### src/rtl/jt89_wr_arb_if.sv
// Dual-requester write bus for the JT89 write arbiter.
// Master drives strobes/bytes, slave returns ready.
interface jt89_wr_arb_if;
   logic       a_wr;
   logic [7:0] a_din;
   logic       a_ready;
   logic       b_wr;
   logic [7:0] b_din;
   logic       b_ready;

   modport master (
      output a_wr, a_din, b_wr, b_din,
      input  a_ready, b_ready
   );

   modport slave (
      input  a_wr, a_din, b_wr, b_din,
      output a_ready, b_ready
   );
endinterface

### src/rtl/jt89_wr_arb.sv
// JT89 write-port arbiter and PSG register decoder.
// JT89_WRBUSY_EN enables the post-write busy window.
module jt89_wr_arb #(
   parameter int BUSY_CYCLES = 32
) (
   input  logic       clk,
   input  logic       rst,
   input  logic       clk_en,
   jt89_wr_arb_if.slave bus,
   output logic [9:0] tone0,
   output logic [9:0] tone1,
   output logic [9:0] tone2,
   output logic [3:0] vol0,
   output logic [3:0] vol1,
   output logic [3:0] vol2,
   output logic [3:0] vol3,
   output logic [2:0] ctrl3,
   output logic       noise_rst
);

   typedef enum logic [1:0] {
      IDLE,
      APPLY,
      WAIT
   } st_t;

   st_t             st;
   logic            pend_a, pend_b;
   logic [7:0]      a_byte, b_byte;
   logic [7:0]      byte_r;
   logic            gnt_b, last_b;
   logic [1:0]      lch;
   logic            ltype;
   logic [3:0][3:0] vol_r;

   logic            is_lat, d_vol, g_b;
   logic [1:0]      d_lch;
   logic [9:0]      cur, tone_nx;
   logic            rel, cap_a, cap_b;
   logic            nxt_pa, nxt_pb;

`ifdef JT89_WRBUSY_EN
   localparam int CW = $clog2(BUSY_CYCLES + 1);
   logic [CW-1:0] cnt;
`else
   logic unused_cfg;
   assign unused_cfg = clk_en ^ BUSY_CYCLES[0];
`endif

   assign vol0 = vol_r[0];
   assign vol1 = vol_r[1];
   assign vol2 = vol_r[2];
   assign vol3 = vol_r[3];

   always_comb begin
      is_lat = byte_r[7];
      d_lch  = is_lat ? byte_r[6:5] : lch;
      d_vol  = is_lat ? byte_r[4] : ltype;
      unique case (d_lch)
         2'd0:    cur = tone0;
         2'd1:    cur = tone1;
         default: cur = tone2;
      endcase
      // Latch bytes hit the low nibble, data bytes the high six bits
      tone_nx = is_lat ? {cur[9:4], byte_r[3:0]}
                       : {byte_r[5:0], cur[3:0]};
`ifdef JT89_WRBUSY_EN
      rel = (st == WAIT) && clk_en && (cnt == '0);
`else
      rel = (st == APPLY);
`endif
      cap_a  = bus.a_wr & bus.a_ready;
      cap_b  = bus.b_wr & bus.b_ready;
      nxt_pa = (pend_a & ~(rel & ~gnt_b)) | cap_a;
      nxt_pb = (pend_b & ~(rel & gnt_b)) | cap_b;
      g_b    = pend_b & (~pend_a | ~last_b);
   end

   always_ff @(posedge clk or posedge rst) begin
      if (rst) begin
         st          <= IDLE;
         pend_a      <= 1'b0;
         pend_b      <= 1'b0;
         bus.a_ready <= 1'b1;
         bus.b_ready <= 1'b1;
         a_byte      <= '0;
         b_byte      <= '0;
         byte_r      <= '0;
         gnt_b       <= 1'b0;
         last_b      <= 1'b1;
         lch         <= '0;
         ltype       <= 1'b0;
         tone0       <= '0;
         tone1       <= '0;
         tone2       <= '0;
         vol_r       <= '1;
         ctrl3       <= '0;
         noise_rst   <= 1'b0;
`ifdef JT89_WRBUSY_EN
         cnt         <= '0;
`endif
      end else begin
         pend_a      <= nxt_pa;
         pend_b      <= nxt_pb;
         bus.a_ready <= ~nxt_pa;
         bus.b_ready <= ~nxt_pb;
         noise_rst   <= 1'b0;
         if (cap_a) a_byte <= bus.a_din;
         if (cap_b) b_byte <= bus.b_din;
         case (st)
            IDLE: if (pend_a | pend_b) begin
               gnt_b  <= g_b;
               last_b <= g_b;
               byte_r <= g_b ? b_byte : a_byte;
               st     <= APPLY;
            end
            APPLY: begin
               if (is_lat) begin
                  lch   <= byte_r[6:5];
                  ltype <= byte_r[4];
               end
               if (d_vol) vol_r[d_lch] <= byte_r[3:0];
               else begin
                  unique case (d_lch)
                     2'd0: tone0 <= tone_nx;
                     2'd1: tone1 <= tone_nx;
                     2'd2: tone2 <= tone_nx;
                     2'd3: begin
                        ctrl3     <= byte_r[2:0];
                        noise_rst <= 1'b1;
                     end
                  endcase
               end
`ifdef JT89_WRBUSY_EN
               cnt <= CW'(BUSY_CYCLES - 1);
               st  <= WAIT;
`else
               st  <= IDLE;
`endif
            end
`ifdef JT89_WRBUSY_EN
            WAIT: if (clk_en) begin
               if (cnt == '0) st <= IDLE;
               else cnt <= cnt - 1'b1;
            end
`endif
            default: st <= IDLE;
         endcase
      end
   end

endmodule
### src/flat_wrapper.sv
// flat-port wrapper written by rule: the top's interface ports become plain ports
module jt89_wr_arb_flat 
#(
   parameter int BUSY_CYCLES = 32
)
  (clk, rst, clk_en, tone0, tone1, tone2, vol0, vol1, vol2, vol3, ctrl3, noise_rst, bus_a_wr, bus_a_din, bus_b_wr, bus_b_din, bus_a_ready, bus_b_ready);
  jt89_wr_arb_if bus_i ();
  input  logic clk;
  input  logic rst;
  input  logic clk_en;
  output logic [9:0] tone0;
  output logic [9:0] tone1;
  output logic [9:0] tone2;
  output logic [3:0] vol0;
  output logic [3:0] vol1;
  output logic [3:0] vol2;
  output logic [3:0] vol3;
  output logic [2:0] ctrl3;
  output logic noise_rst;
  input wire logic [$bits(bus_i.a_wr)-1:0] bus_a_wr;
  input wire logic [$bits(bus_i.a_din)-1:0] bus_a_din;
  input wire logic [$bits(bus_i.b_wr)-1:0] bus_b_wr;
  input wire logic [$bits(bus_i.b_din)-1:0] bus_b_din;
  output wire logic [$bits(bus_i.a_ready)-1:0] bus_a_ready;
  output wire logic [$bits(bus_i.b_ready)-1:0] bus_b_ready;
  assign bus_i.a_wr = bus_a_wr;
  assign bus_i.a_din = bus_a_din;
  assign bus_i.b_wr = bus_b_wr;
  assign bus_i.b_din = bus_b_din;
  assign bus_a_ready = bus_i.a_ready;
  assign bus_b_ready = bus_i.b_ready;
  jt89_wr_arb #(.BUSY_CYCLES(BUSY_CYCLES)) u_core (.clk(clk), .rst(rst), .clk_en(clk_en), .bus(bus_i), .tone0(tone0), .tone1(tone1), .tone2(tone2), .vol0(vol0), .vol1(vol1), .vol2(vol2), .vol3(vol3), .ctrl3(ctrl3), .noise_rst(noise_rst));
endmodule
### config.mk
export PLATFORM = sky130hd
export DESIGN_NAME = jt89_wr_arb_flat
export DESIGN_NICKNAME = d
export VERILOG_FILES = /design/src/rtl/jt89_wr_arb_if.sv /design/src/rtl/jt89_wr_arb.sv /design/src/flat_wrapper.sv
export SDC_FILE = /design/constraint.sdc
export NUM_CORES = 1
export LEC_CHECK = 0
export CAP_MARGIN = 20
export CORE_ASPECT_RATIO = 0.8
export CORE_UTILIZATION = 55
export CTS_CLUSTER_SIZE = 14
export DETAILED_ROUTE_END_ITERATION = 8
export PLACE_DENSITY = 0.91
export SYNTH_ARGS = -nofsm -noshare
export SYNTH_HDL_FRONTEND = slang
export SYNTH_SLANG_ARGS = --single-unit
### constraint.sdc
create_clock -name clk -period 8.2 [get_ports clk]
set_input_delay 2.05 -clock clk [delete_from_list [all_inputs] [get_ports clk]]
set_output_delay 2.05 -clock clk [all_outputs]
set_load 0.01 [all_outputs]
==> run_results.csv, run 1 <==
group,metric,value,unit
sta,slew_viol_final,0,
sta,fin_hold_ws,490,ps
critical_path,worstPathBufferInverterCount,1,
layout,syn2layout_area_growth,26.3,%
clocking,cts_hold_buf,0,
power_and_ir_drop,leakage,1.97,nW
critical_path,criticalPathCategory,"reg -> out",
clocking,cts_resized,0,
sta,setup_viol,0,
global_route,grt_pass1_vias,2691,
power_and_ir_drop,finalPower,1.93,mW
global_route,grt_pass1_wl,13100,um
hold_path,min-delay-path-class,"reg -> reg",
yosys,synth_nets,320,
clocking,clk_pin_slew_worst_paths,80,ps
place,place_hpwl,5480,um
sta,fin_crit_sh,0.426,
layout,layout_commonest_cell,"clkdlybuf4s50_1",
global_route,grt_max_degree,85,
flow_run,drv_cap,0,
power_and_ir_drop,power_density,417,nW/um2
critical_path,ff2ff_setup_slack,5990,ps
yosys,seq_area_frac_synth,0.581,
place,dpl-instance-area,4420,um2
layout,design_area,4620,um2
floorplanning,core_area,6410,um2
global_route,antenna_found_initial,0,
yosys,ys.flop_type,"dfrtp_1",
critical_path,cp_cell_sequence,"clkdlybuf4s50_1",
detailed_routing,wl_per_cell,17.2,um
sta,finalHoldViolations,0,
critical_path,crit_path_max_incr_delay,550,ps
floorplanning,initial_core_util,0.571,
yosys,avgSynthCellArea,12.2,um2
critical_path,cp.arrival,1440,ps
detailed_routing,drtAntennaViolNets,0,
clocking,clk_latency,350,ps
sta,tightest_slew,901,ps
floorplanning,dieArea,6990,um2
clocking,clock_path_buffers,2,
sta,finalSetupTns,0,ps
layout,diodes,0,
clocking,numClockSinks,84,
detailed_routing,vias,2660,
yosys,synth_edf_count,0,
clocking,htreeDepth,3,
clocking,cts_setup_buffers,0,
floorplanning,rows,26,
outcome,status,"finished, final reports clean",
yosys,syn_area,3660,um2
place,port_buffers,71,
detailed_routing,vias_per_cell,5.75,
detailed_routing,drc,0,
yosys,synth_cell_types,39,
floorplanning,die_w,93.2,um
critical_path,worstSetupEndpointType,"primary output",
yosys,postSynth.asyncResetShare,1.00,
layout,drive_gt1_frac,0.259,
detailed_routing,drtIter0Drc,224,
global_route,grt_overflow,0,
yosys,postSynthCellCount,299,
critical_path,critPathMaxFanout,2,
yosys,yosys_warnings,0,
power_and_ir_drop,irDropWorstVdd,219,uV
critical_path,critPathLaunchType,"flop",
clocking,numCtsBuffers,9,
sta,slew_headroom,0.397,
detailed_routing,routed_wl,7970,um
sta,fmax,286,MHz
layout,final_nets,395,
clocking,root_buffer,"clkbuf_8",
critical_path,slowest_stage,"clkdlybuf4s50_1",
sta,finClkSkew,9.38,ps
floorplanning,die_h,75.0,um
critical_path,required,6150,ps
sta,rsz0062_at_grt,"false",
global_route,grtUsageTotal,0.254,
floorplanning,io_pins,73,
detailed_routing,first_pass_iters,4,
layout,mostFrequentLayoutCells,"clkdlybuf4s50_1, dfrtp_1, nand2_1",
clocking,cts_tree,"yes",
critical_path,path_delay_family,"buffers and inverters",
place,place.gp.congestion,0.804,
yosys,yosys_register_bits,84,
sta,period_needed,3490,ps
## synth_stat cells (all sizes together), types with 5 or more instances
master	count	area, um2
inv	7	26.3
nand2	46	173
mux2i	13	143
mux2	42	473
o21ai	41	220
dfrtp	65	1630
nor2	14	60.1
a222oi	5	50.1
buf	10	72.6
dfstp	19	499
a31oi	5	31.3
## worst paths after layout
check,depth (start not counted),startpoint,endpoint
worst max register to register,4,u_core.byte_r[7],u_core.tone1[6]
min in group asynchronous,3,rst,u_core.a_byte[2]
worst min register to register,1,u_core.pend_a,u_core.last_b
worst max-delay path,1,u_core.vol1[1],vol1[1]
max in group asynchronous,4,rst,u_core.vol2[3]
worst min-delay path,1,u_core.pend_a,u_core.last_b
## routing by layer
layer	GRT usage	up-vias	share of wire
met1	0.299	1331	0.42
met5	0	-	0
met4	0.0667	0	0.0077
met3	0.0808	12	0.068
met2	0.460	89	0.51
li1	-	1228	-
## per-stage QoR
step / utilization / setup slack, ps / instances
2_1_floorplan: - / 4020 / 299
3_3_place_gp: 0.689 / 4820 / 445
3_5_place_dp: 0.689 / 4800 / 445
4_1_cts: 0.717 / 4690 / 461
5_1_grt: 0.721 / 4660 / 463
6_report: 0.721 / 4710 / 463
## state kept, by name, indices dropped and copies added, names as in the netlist, 8 cells and up
register       flops
u_core.tone2      10
u_core.b_byte      8
u_core.tone1      10
u_core.byte_r      8
u_core.a_byte      8
u_core.tone0      10
## cell type report
| class | count | area (um2) |
|---|---|---|
| Timing Repair Buffer | 75 | 753 |
| Sequential cell | 84 | 2130 |
| Inverter | 7 | 27.5 |
| Clock inverter | 4 | 23.8 |
| Multi-Input combinational cell | 197 | 1430 |
| Clock buffer | 12 | 155 |
| Fill cell | 436 | 1790 |
| Tap cell | 84 | 105 |
## power by group
group | internal [mW] | switching (mW)
Clock | 0.126 | 0.138
Combinational | 0.444 | 0.377
Sequential | 0.633 | 0.209
Total | 1.20 | 0.725
## logic make-up (layout without fill, tap and decap cells)
kind of cell / Yosys count / count (layout) / share of synthesized area
flip-flops: 84 / 84 / 0.581
AND/OR/NAND/NOR: 75 / 75 / 0.102
AO/OA/AOI/OAI: 67 / 67 / 0.121
multiplexers: 55 / 55 / 0.168
buffers and inverters: 18 / 98 / 0.0280
(Power assumes the default switching activity.)
==> run 2: changes to the inputs <==
--- a/config.mk
+++ b/config.mk
@@ -7,10 +7,10 @@
 export LEC_CHECK = 0
 export CAP_MARGIN = 20
 export CORE_ASPECT_RATIO = 0.8
-export CORE_UTILIZATION = 55
+export CORE_UTILIZATION = 46
 export CTS_CLUSTER_SIZE = 14
 export DETAILED_ROUTE_END_ITERATION = 8
-export PLACE_DENSITY = 0.91
+export PLACE_DENSITY = 0.82
 export SYNTH_ARGS = -nofsm -noshare
 export SYNTH_HDL_FRONTEND = slang
 export SYNTH_SLANG_ARGS = --single-unit
==> constraint.sdc (replaced) <==
create_clock -name clk -period 2.8 [get_ports clk]
set_input_delay 0.7 -clock clk [delete_from_list [all_inputs] [get_ports clk]]
set_output_delay 0.7 -clock clk [all_outputs]
set_load 0.01 [all_outputs]
==> run 2 against run 1 <==
  * Cell area grew 0.41%
  * Sequential power grew to 2.9 times the previous value
  * Clock skew shrank 1.8 ps
  * Sequential share of layout area shrank 0.19 points
  * Via count shrank 3.1%
  * Cell count grew 4.5%
  * Critical path type unchanged
  * Highest routed layer unchanged
==> run_results.csv, run 2 (same netlist as run 1, synthesis figures left out) <==
group,metric,value,unit
outcome,status,"finished, final reports clean",
place,port_buffers,71,
sta,finalHoldViolations,0,
sta,fin_crit_sh,0.770,
sta,setup_slack,643,ps
power_and_ir_drop,leakage,1.96,nW
critical_path,path_delay_family,"buffers and inverters",
global_route,grt_overflow,0,
sta,slew_headroom,0.318,
global_route,antenna_found_initial,0,
clocking,clk_latency,360,ps
layout,drive_gt1_frac,0.253,
clocking,numCtsBuffers,9,
floorplanning,dieArea,8320,um2
detailed_routing,wl_per_cell,16.0,um
layout,top_regs,"u_core.tone0: 10 flops, u_core.tone1: 10 flops, u_core.tone2: 10 flops",
clocking,htreeDepth,3,
critical_path,critPathMaxFanout,2,
critical_path,worstSetupEndpointType,"primary output",
power_and_ir_drop,irDropWorstVdd,592,uV
layout,mostFrequentLayoutCells,"clkdlybuf4s50_1, dfrtp_1, nand2_1",
floorplanning,die_w,102,um
clocking,numClockSinks,84,
detailed_routing,drtAntennaViolNets,0,
place,place.gp.congestion,0.817,
detailed_routing,routed_wl,7760,um
clocking,cts_tree,"yes",
power_and_ir_drop,finalPower,5.59,mW
floorplanning,core_area,7570,um2
clocking,root_buffer,"clkbuf_8",
clocking,clk_pin_slew_worst_paths,80,ps
layout,final_nets,395,
clocking,cts_hold_buf,0,
critical_path,slowest_stage,"clkdlybuf4s50_1",
layout,syn2layout_area_growth,26.8,%
global_route,grt_pass1_wl,12300,um
floorplanning,rows,28,
critical_path,crit_path_max_incr_delay,560,ps
clocking,cts_setup_buffers,0,
layout,layout_commonest_cell,"clkdlybuf4s50_1",
detailed_routing,drtIter0Drc,183,
place,place_hpwl,5500,um
critical_path,cp_cell_sequence,"clkdlybuf4s50_1",
clocking,clock_path_buffers,2,
sta,rsz0062_at_grt,"false",
sta,finalSetupTns,0,ps
sta,finClkSkew,7.56,ps
detailed_routing,vias_per_cell,5.32,
critical_path,critPathLaunchType,"flop",
place,dpl_worst_slack,704,ps
sta,fmax,464,MHz
power_and_ir_drop,power_density,1200,nW/um2
sta,tightest_slew,1020,ps
critical_path,cp.arrival,1460,ps
layout,diodes,0,
sta,period_needed,2160,ps
detailed_routing,first_pass_iters,5,
global_route,grt_pass1_vias,2497,
critical_path,worstPathBufferInverterCount,1,
clocking,cts_resized,0,
critical_path,criticalPathCategory,"reg -> out",
floorplanning,die_h,81.8,um
floorplanning,initial_core_util,0.484,
critical_path,required,2100,ps
detailed_routing,vias,2577,
sta,slew_viol_final,0,
global_route,grtUsageTotal,0.199,
flow_run,drv_cap,0,
global_route,grt_max_degree,39,
floorplanning,io_pins,73,
layout,fin_util,0.613,
hold_path,min-delay-path-class,"reg -> reg",
sta,setup_viol,0,
detailed_routing,drc,0,
-- run 2: cell count changes in the layout (fill, tap and decap cells not counted), sizes merged --
cell,delta
clkbuf,+1
clkinv,-5
inv,+2
clkinvlp,+2
-- run 2: through the flow --
step | hold slack (ps) | instance area [um2] | std cells
after global routing | 515 | 4640 | 484
after global placement | 444 | 4470 | 468
after detailed placement | 480 | 4470 | 468
after CTS | 485 | 4640 | 484
final | 495 | 4640 | 484
after floorplan | 434 | 3660 | 299
-- run 2: path summary, 6_finish.rpt --
kind / to / cells after the start / from / slack (ps)
setup reg to reg: u_core.tone1[4] / 4 / u_core.byte_r[7] / 680
hold reg to reg: u_core.last_b / 1 / u_core.pend_a / 490
setup / recovery: vol2[0] / 1 / u_core.vol2[0] / 640
max in group asynchronous: u_core.vol1[0] / 3 / rst / 1460
hold / removal: u_core.last_b / 1 / u_core.pend_a / 490
min in group asynchronous: u_core.byte_r[1] / 2 / rst / 710
-- run 2: per-layer routing --
layer | GRT usage | up-vias | wire (um)
li1 | - | 1217 | -
met1 | 0.275 | 1269 | 3740
met2 | 0.311 | 81 | 3560
met3 | 0.0426 | 10 | 369
met4 | 0.0696 | 0 | 87
met5 | 0 | - | 0
-- run 2: layout make-up --
cell class,count,area [um2]
sequential,84,2130
clock inverter,3,20.0
timing repair buffer,75,753
multi-input combinational,197,1430
fill,638,2930
clock buffer,13,149
inverter,7,30.0
tap,105,131
-- run 2: report_power, final --
part	internal [mW]	leakage, nW	total, mW	switching, mW
clock network	0.349	0.0845	0.764	0.416
logic	1.29	0.859	2.37	1.08
registers	1.85	1.01	2.46	0.607
total	3.49	1.96	5.59	2.10
==> run 3: changes to the inputs <==
--- a/config.mk
+++ b/config.mk
@@ -7,10 +7,10 @@
 export LEC_CHECK = 0
 export CAP_MARGIN = 20
 export CORE_ASPECT_RATIO = 0.8
-export CORE_UTILIZATION = 46
+export CORE_UTILIZATION = 51
 export CTS_CLUSTER_SIZE = 14
 export DETAILED_ROUTE_END_ITERATION = 8
-export PLACE_DENSITY = 0.82
+export PLACE_DENSITY = 0.86
 export SYNTH_ARGS = -nofsm -noshare
 export SYNTH_HDL_FRONTEND = slang
 export SYNTH_SLANG_ARGS = --single-unit
==> constraint.sdc (replaced) <==
create_clock -name clk -period 2.03 [get_ports clk]
set_input_delay 0.5075 -clock clk [delete_from_list [all_inputs] [get_ports clk]]
set_output_delay 0.5075 -clock clk [all_outputs]
set_load 0.01 [all_outputs]
==> run 3 against run 2 <==
  * Cell count fell by 2.9%
  * Critical endpoint is now vol3[1]
  * Combinational power increased by 43%
  * Die area decreased by 9.6%
  * Highest routed layer unchanged
  * Largest power group is now combinational cells
  * Setup slack got worse by 550 ps
  * Count of clock-buffer cells in the layout decreased by 3
  * Largest cell class unchanged
==> run_results.csv, run 3 (same netlist as run 1, synthesis figures left out) <==
group,metric,value,unit
layout,fin_cells,470,
sta,rsz0062_at_grt,"false",
layout,layout_commonest_cell,"clkdlybuf4s50_1",
detailed_routing,first_pass_iters,4,
clocking,htreeDepth,3,
critical_path,slowest_stage,"dfstp_2",
sta,fmax,517,MHz
global_route,grt_max_degree,85,
place,dp.cells,454,
global_route,grt_pass1_vias,2637,
detailed_routing,drtAntennaViolNets,0,
critical_path,critPathMaxFanout,2,
critical_path,worstPathBufferInverterCount,1,
layout,top_regs,"u_core.tone0: 10 flops, u_core.tone1: 10 flops, u_core.tone2: 10 flops",
layout,syn2layout_area_growth,27.9,%
clocking,clk_pin_slew_worst_paths,80,ps
floorplanning,die_h,77.8,um
floorplanning,io_pins,73,
critical_path,worstSetupEndpointType,"primary output",
flow_run,drv_cap,0,
sta,fin_crit_sh,0.953,
sta,tightest_slew,722,ps
critical_path,cp.arrival,1430,ps
critical_path,criticalPathCategory,"reg -> out",
layout,diodes,0,
layout,fill_cells,519,
layout,drive_gt1_frac,0.266,
hold_path,min-delay-path-class,"reg -> reg",
sta,slew_viol_final,0,
clocking,root_buffer,"clkbuf_8",
floorplanning,initial_core_util,0.529,
detailed_routing,routed_wl,7890,um
clocking,cts_hold_buf,0,
clocking,clock_path_buffers,2,
sta,slew_headroom,0.517,
power_and_ir_drop,leakage,1.99,nW
critical_path,required,1520,ps
place,place.gp.congestion,0.808,
detailed_routing,drtIter0Drc,154,
detailed_routing,vias,2632,
critical_path,cp_cell_sequence,"clkdlybuf4s50_1",
power_and_ir_drop,power_density,1690,nW/um2
place,port_buffers,71,
floorplanning,dieArea,7520,um2
clocking,cts_tree,"yes",
critical_path,crit_path_max_incr_delay,550,ps
floorplanning,rows,27,
floorplanning,die_w,96.7,um
clocking,numCtsBuffers,9,
global_route,grtUsageTotal,0.219,
power_and_ir_drop,irDropWorstVdd,881,uV
place,place_hpwl,5510,um
clocking,clk_latency,360,ps
global_route,antenna_found_initial,0,
critical_path,path_delay_family,"flip-flops",
detailed_routing,vias_per_cell,5.60,
sta,finalSetupTns,0,ps
layout,final_nets,399,
clocking,cts_setup_buffers,0,
outcome,status,"finished, final reports clean",
global_route,grt_pass1_wl,12800,um
detailed_routing,wl_per_cell,16.8,um
clocking,numClockSinks,84,
global_route,grt_overflow,0,
sta,finClkSkew,11.3,ps
sta,fin_hold_ws,488,ps
layout,mostFrequentLayoutCells,"clkdlybuf4s50_1, dfrtp_1, nand2_1",
clocking,cts_resized,0,
sta,setup_viol,0,
critical_path,critPathLaunchType,"flop",
floorplanning,core_area,6930,um2
sta,finalHoldViolations,0,
sta,period_needed,1930,ps
detailed_routing,drc,0,
[run 3: cell count changes in the layout (fill, tap and decap cells not counted), sizes merged]
cell    before  now
inv          8    6
clkinv       0    4
bufinv       0    1
clkbuf      13   10
buf          4    8
[run 3: final cells by class]
cell class	count	area (um2)	area share
multi-input cells	197	1430	0.306
repair buffers	79	783	0.167
flip-flops and latches	84	2130	0.454
clock buffers	10	138	0.0294
inverters	7	30.0	0.00641
well taps	87	109	0.0232
clock inverters	6	63.8	0.0136
[run 3: worst paths after layout]
path	startpoint	endpoint	slack [ps]	depth (start not counted)
min in group asynchronous	rst	u_core.tone1[5]	600	3
worst min register to register	u_core.pend_a	u_core.last_b	490	1
worst max-delay path	u_core.vol3[1]	vol3[1]	100	1
worst max register to register	u_core.byte_r[7]	u_core.tone0[8]	210	4
worst min-delay path	u_core.pend_a	u_core.last_b	490	1
max in group asynchronous	rst	u_core.vol0[1]	1040	3
[run 3: metal layers]
layer / GRT usage / wire length (um) / part of all wire
met5: 0 / 0 / 0
met2: 0.354 / 3760 / 0.48
met1: 0.279 / 3540 / 0.45
met4: 0.0910 / 155 / 0.020
met3: 0.0604 / 426 / 0.054
[run 3: stage by stage]
step           cell area (um2)  utilization  worst slack [ps]  power (mW)
3_3_place_gp              4480        0.647               274        6.57
6_report                  4680        0.676              95.8        7.91
4_1_cts                   4680        0.676              70.1        7.97
5_1_grt                   4680        0.676              42.2        8.42
3_5_place_dp              4480        0.647               253        6.76
2_1_floorplan             3660            -               548        5.27
[run 3: report_power, final]
part,switching (mW),total [mW],internal [mW],leakage [nW]
sequential,0.774,3.33,2.56,1.01
combinational,1.55,3.39,1.84,0.878
clock,0.590,1.19,0.599,0.0999
